<file path="config.mk">
export PLATFORM = sky130hd
export DESIGN_NAME = swc_alloc_port_arbiter
export DESIGN_NICKNAME = d
export VERILOG_FILES = /design/src/rtl/swc_alloc_port_arbiter.sv
export SDC_FILE = /design/constraint.sdc
export NUM_CORES = 1
export LEC_CHECK = 0
export ABC_AREA = 1
export CORE_MARGIN = 2
export CORE_UTILIZATION = 40
export CTS_CLUSTER_SIZE = 16
export DETAILED_ROUTE_END_ITERATION = 12
export DONT_BUFFER_PORTS = 1
export GPL_TIMING_DRIVEN = 1
export PLACE_DENSITY = 0.65
export REMOVE_ABC_BUFFERS = 1
export SYNTH_ARGS = -nofsm -noshare
export SYNTH_HDL_FRONTEND = slang
export SYNTH_SLANG_ARGS = --single-unit
</file>
<file path="constraint.sdc">
create_clock -name clk_i -period 6.5 [get_ports clk_i]
set_input_delay 0.325 -clock clk_i [delete_from_list [all_inputs] [get_ports clk_i]]
set_output_delay 0.325 -clock clk_i [all_outputs]
set_load 0.02 [all_outputs]
</file>
<file path="src/rtl/swc_alloc_port_arbiter.sv">
// Round-robin arbiter that funnels per-port page alloc/free/force_free/set_usecnt
// requests into a single allocator core, one operation per grant.
module swc_alloc_port_arbiter #(
    parameter int g_num_ports       = 7,
    parameter int g_page_addr_width = 10,
    parameter int g_usecount_width  = 4
) (
    input  logic                                       clk_i,
    input  logic                                       rst_i,
    input  logic [g_num_ports-1:0]                     alloc_i,
    input  logic [g_num_ports-1:0]                     free_i,
    input  logic [g_num_ports-1:0]                     force_free_i,
    input  logic [g_num_ports-1:0]                     set_usecnt_i,
    input  logic [g_num_ports*g_page_addr_width-1:0]   pgaddr_free_i,
    input  logic [g_num_ports*g_page_addr_width-1:0]   pgaddr_force_free_i,
    input  logic [g_num_ports*g_page_addr_width-1:0]   pgaddr_usecnt_i,
    input  logic [g_num_ports*g_usecount_width-1:0]    usecnt_i,
    output logic [g_num_ports-1:0]                     alloc_done_o,
    output logic [g_num_ports-1:0]                     free_done_o,
    output logic [g_num_ports-1:0]                     force_free_done_o,
    output logic [g_num_ports-1:0]                     set_usecnt_done_o,
    output logic [g_page_addr_width-1:0]               pgaddr_alloc_o,
    output logic                                       core_req_o,
    output logic [1:0]                                 core_op_o,
    output logic [g_page_addr_width-1:0]               core_pgaddr_o,
    output logic [g_usecount_width-1:0]                core_usecnt_o,
    input  logic                                       core_ack_i,
    input  logic [g_page_addr_width-1:0]               core_pgaddr_i,
    output logic                                       busy_o
);

    localparam int A  = g_page_addr_width;
    localparam int U  = g_usecount_width;
    localparam int GW = (g_num_ports > 1) ? $clog2(g_num_ports) : 1;

    typedef enum logic [1:0] {S_IDLE, S_REQ, S_DONE} state_t;
    typedef enum logic [1:0] {
        OP_ALLOC      = 2'b00,
        OP_FREE       = 2'b01,
        OP_FORCE_FREE = 2'b10,
        OP_SET_USECNT = 2'b11
    } op_t;

    state_t state, state_nxt;
    op_t    op_q, op_sel;

    // last_grant doubles as the index of the port being served while busy
    logic [GW-1:0]          last_grant, sel, cand;
    logic                   found;
    logic [g_num_ports-1:0] pending;
    logic [A-1:0]           addr_sel;
    logic [U-1:0]           cnt_sel;

    logic [A-1:0] free_addr   [g_num_ports];
    logic [A-1:0] force_addr  [g_num_ports];
    logic [A-1:0] usecnt_addr [g_num_ports];
    logic [U-1:0] usecnt_val  [g_num_ports];

    for (genvar i = 0; i < g_num_ports; i++) begin : g_unpack
        assign free_addr[i]   = pgaddr_free_i[i*A +: A];
        assign force_addr[i]  = pgaddr_force_free_i[i*A +: A];
        assign usecnt_addr[i] = pgaddr_usecnt_i[i*A +: A];
        assign usecnt_val[i]  = usecnt_i[i*U +: U];
    end

    always_comb begin
        // NOTE: every variable written here gets a default first, so no path infers a latch.
        pending = alloc_i | free_i | force_free_i | set_usecnt_i;
        found   = 1'b0;
        sel     = last_grant;
        cand    = '0;
        for (int k = 1; k <= g_num_ports; k++) begin
            cand = GW'((int'(last_grant) + k) % g_num_ports);
            if (!found && pending[cand]) begin
                found = 1'b1;
                sel   = cand;
            end
        end
    end

    always_comb begin
        op_sel   = OP_ALLOC;
        addr_sel = '0;
        cnt_sel  = '0;
        if (force_free_i[sel]) begin
            op_sel   = OP_FORCE_FREE;
            addr_sel = force_addr[sel];
        end else if (free_i[sel]) begin
            op_sel   = OP_FREE;
            addr_sel = free_addr[sel];
        end else if (set_usecnt_i[sel]) begin
            op_sel   = OP_SET_USECNT;
            addr_sel = usecnt_addr[sel];
            cnt_sel  = usecnt_val[sel];
        end
    end

    always_comb begin
        state_nxt = state;
        unique case (state)
            S_IDLE:  if (found) state_nxt = S_REQ;
            S_REQ:   if (core_ack_i) state_nxt = S_DONE;
            S_DONE:  state_nxt = S_IDLE;
            default: state_nxt = S_IDLE;
        endcase
    end

    // NOTE: clocked state uses non-blocking assignments so every register samples pre-edge values.
    always_ff @(posedge clk_i or posedge rst_i) begin
        if (rst_i) state <= S_IDLE;
        else       state <= state_nxt;
    end

    always_ff @(posedge clk_i or posedge rst_i) begin
        if (rst_i) begin
            last_grant        <= GW'(g_num_ports - 1);
            op_q              <= OP_ALLOC;
            core_pgaddr_o     <= '0;
            core_usecnt_o     <= '0;
            pgaddr_alloc_o    <= '0;
            alloc_done_o      <= '0;
            free_done_o       <= '0;
            force_free_done_o <= '0;
            set_usecnt_done_o <= '0;
        end else begin
            alloc_done_o      <= '0;
            free_done_o       <= '0;
            force_free_done_o <= '0;
            set_usecnt_done_o <= '0;
            if (state == S_IDLE && found) begin
                last_grant    <= sel;
                op_q          <= op_sel;
                core_pgaddr_o <= addr_sel;
                core_usecnt_o <= cnt_sel;
            end
            if (state == S_REQ && core_ack_i) begin
                unique case (op_q)
                    OP_ALLOC: begin
                        alloc_done_o[last_grant] <= 1'b1;
                        pgaddr_alloc_o           <= core_pgaddr_i;
                    end
                    OP_FREE:       free_done_o[last_grant]       <= 1'b1;
                    OP_FORCE_FREE: force_free_done_o[last_grant] <= 1'b1;
                    OP_SET_USECNT: set_usecnt_done_o[last_grant] <= 1'b1;
                endcase
            end
        end
    end

    // Combinational from state so reset drops the core request without waiting for a clock
    assign core_req_o = (state == S_REQ);
    assign busy_o     = (state != S_IDLE);
    assign core_op_o  = op_q;

endmodule

</file>
==> metrics <==
fmax about 170 MHz; WP buf/inv 5; most frequent cells in the layout nand2_1, nand3_1, inv_1, nor2_1, dfrtp_1; Worst R2R Path Depth 32; Die X 140.3 um; CTS clk-pin slew, worst paths around 0.060 ns; final worst slack roughly 0.71 ns; Slowest cell on crit path dfstp_2; CP Data Arrival Time around 6 ns; Synth area leader nand2_1; Simple-Gate Fraction of Synth Area 0.5451; vias per inst between 5 and 6; final hold vios 0; Hold Path Class in -> async; total gr overflow 0; final setup fails 0; Synth Area in Adders 0.04380; Resized cells post-CTS 0; std cell rows 49; placed insts 1458; Setup Crit Path Kind reg -> reg; most frequent CP cell nand2_1; placed instance area 7438 um^2; Yosys cell types 40; RR Startpoint last_grant[1]$_DFFE_PP1P_; # DRC 0; post-cts hold buffer count 0; largest fanout on the critical path 76; R2R setup slack 0.71 ns; Syn. warnings 0; fin cells 1477; Critical Path End Type register; Final Instance Area ~7800 um^2; Final Core Density 0.4297; Clk Latency, worst-skew pair between 0.3 and 0.4 ns; Max Cap Viol 0; layout cells sized above 1 0.09076; synthesized area 7427 um^2; Tcrit/Tclk final 0.8901; Layout Nets 1545; Synth Area in Compound Gates 0.06452; H-tree levels 3; synth top area cells nand2_1, nand3_1, dfrtp_1, inv_1, ha_1; Die Area 19670 um^2; vias in the first global route 7769; DRT antenna net count 0; Pins Over Slew Limit 0; RSZ-0062 raised after global routing no; CTS Sinks 59; hpwl dp 20.45 mm; Post-CTS Setup Inserts 0; commonest non-fill, non-tap cell in the layout nand2_1; TritonCTS buffer count 9; IO Pins 335; number of flops mapped to enable cells by yosys 0; Required @ worst endpoint 6.76 ns; Post-synth ARST share 1.000; drt first pass iters 5; Initial DRC Count around 580; Worst path max stage delay 0.65 ns; first-pass GRT wire length between 40 and 50 mm; clk_skew about 0.0074 ns; clock root cell clkbuf_16; Rel. slew slack 0.3760; Yosys top cell area share 0.2310; most common flop cell mapped by yosys dfrtp_1; xor/xnor share of the synthesized area 0.01162; wire length per cell 17.60 um; largest family of logic cells by synthesized area simple AND/OR/NAND/NOR gates; number of cells on the critical path 32; area grow syn2layout 4.633%; cell family with most CP delay simple AND/OR/NAND/NOR gates; RR Endpoint core_usecnt_o[0]$_DFFE_PP0P_; Core ar. 18090 um^2; Max clock buf depth 2; GRT Overall Usage 0.2560; WL final around 26 mm; average size of a mapped cell 5.798 um^2; mux share of post-synthesis cell area 0.01516; Starting Density 0.4107; antenna violations before repair 4; RePlAce Congestion 0.9194; number of buffers added on ports 0; TritonCTS clock tree yes; outcome completed; Final min period 5.786 ns; pre-CTS setup slack ~0.8 ns; kind of start point of the critical path register; #FFs+latches synth 59; number of fill cells between 1500 and 2000; vias 8280; Syn Inst Count 1281; Seq/Total Area, Yosys 0.1991; die height 140.3 um; Worst Max-Slew Pin Slew 0.9325 ns; largest net degree at the start of global routing between 70 and 80
==> cells in the mapped netlist, types with 2 or more instances <==
library cell,number
nand2_1,457
nand3_1,300
inv_1,116
nor2_1,64
dfrtp_1,57
buf_2,32
ha_1,26
o21ai_1,26
nand2_2,23
o21ai_0,20
o211ai_1,15
clkbuf_1,12
inv_2,12
nand3b_1,12
buf_4,11
nand3_2,11
mux2_2,10
buf_6,9
nand4_1,9
xor2_1,8
nor3_1,7
o21ai_2,6
or2_0,6
a21oi_1,3
a31oi_1,3
buf_1,3
nand2_4,3
nor2_2,3
a21oi_2,2
dfstp_2,2
nand4_2,2
nor2_4,2
o211ai_2,2
==> how the worst max path moves through the flow <==
stage	endpoint	slack [ns]	from
floorplan	core_usecnt_o[0]$_DFFE_PP0P_	-0.79	last_grant[0]$_DFFE_PP0P_
finish	core_usecnt_o[0]$_DFFE_PP0P_	0.71	last_grant[1]$_DFFE_PP1P_
global route	core_usecnt_o[1]$_DFFE_PP0P_	0.13	last_grant[1]$_DFFE_PP1P_
detailed placement	core_usecnt_o[1]$_DFFE_PP0P_	0.78	last_grant[1]$_DFFE_PP1P_
global placement	core_usecnt_o[2]$_DFFE_PP0P_	0.92	last_grant[1]$_DFFE_PP1P_
CTS	core_usecnt_o[0]$_DFFE_PP0P_	0.74	last_grant[1]$_DFFE_PP1P_
==> flip-flops by register name, indices dropped and copies added, names as in the netlist <==
register,count
last_grant,3
free_done_o,7
core_pgaddr_o,10
core_usecnt_o,4
set_usecnt_done_o,7
state,2
pgaddr_alloc_o,10
core_op_o,2
force_free_done_o,7
alloc_done_o,7
==> layout make-up <==
type | instances | area, um^2 | share of cell area
inverter | 130 | 495.5 | 0.06376
sequential | 59 | 1479 | 0.1903
clock inverter | 7 | 100.1 | 0.01288
timing repair buffer | 15 | 112.6 | 0.01449
clock buffer | 9 | 225.2 | 0.02898
tap | 229 | 286.5 | 0.03687
antenna | 3 | 7.507 | 0.0009660
multi-input combinational | 1025 | 5065 | 0.6517
==> through the flow <==
step           hold slack, ns  TNS (ns)
2_1_floorplan          0.4756    -12.42
3_3_place_gp           0.4684         0
3_5_place_dp           0.4752         0
4_1_cts                0.1151         0
5_1_grt                0.1294         0
6_report              0.09485         0
==> logic make-up after synthesis <==
logic type,after synthesis
compound gates,78
xor+xnor,9
fa+ha+maj,26
buf+inv,197
flops,59
mux,10
simple gates,902
==> routing by layer <==
metal,global-route usage,wire length [um],share of wire
met5,0,15,0.00058
met1,0.3018,10300,0.40
met3,0.04581,1501,0.058
met2,0.4512,13120,0.50
met4,0.1196,1064,0.041
Power is not shown: default switching activity piles up to over one toggle a cycle in this logic, so the estimate is an artifact.
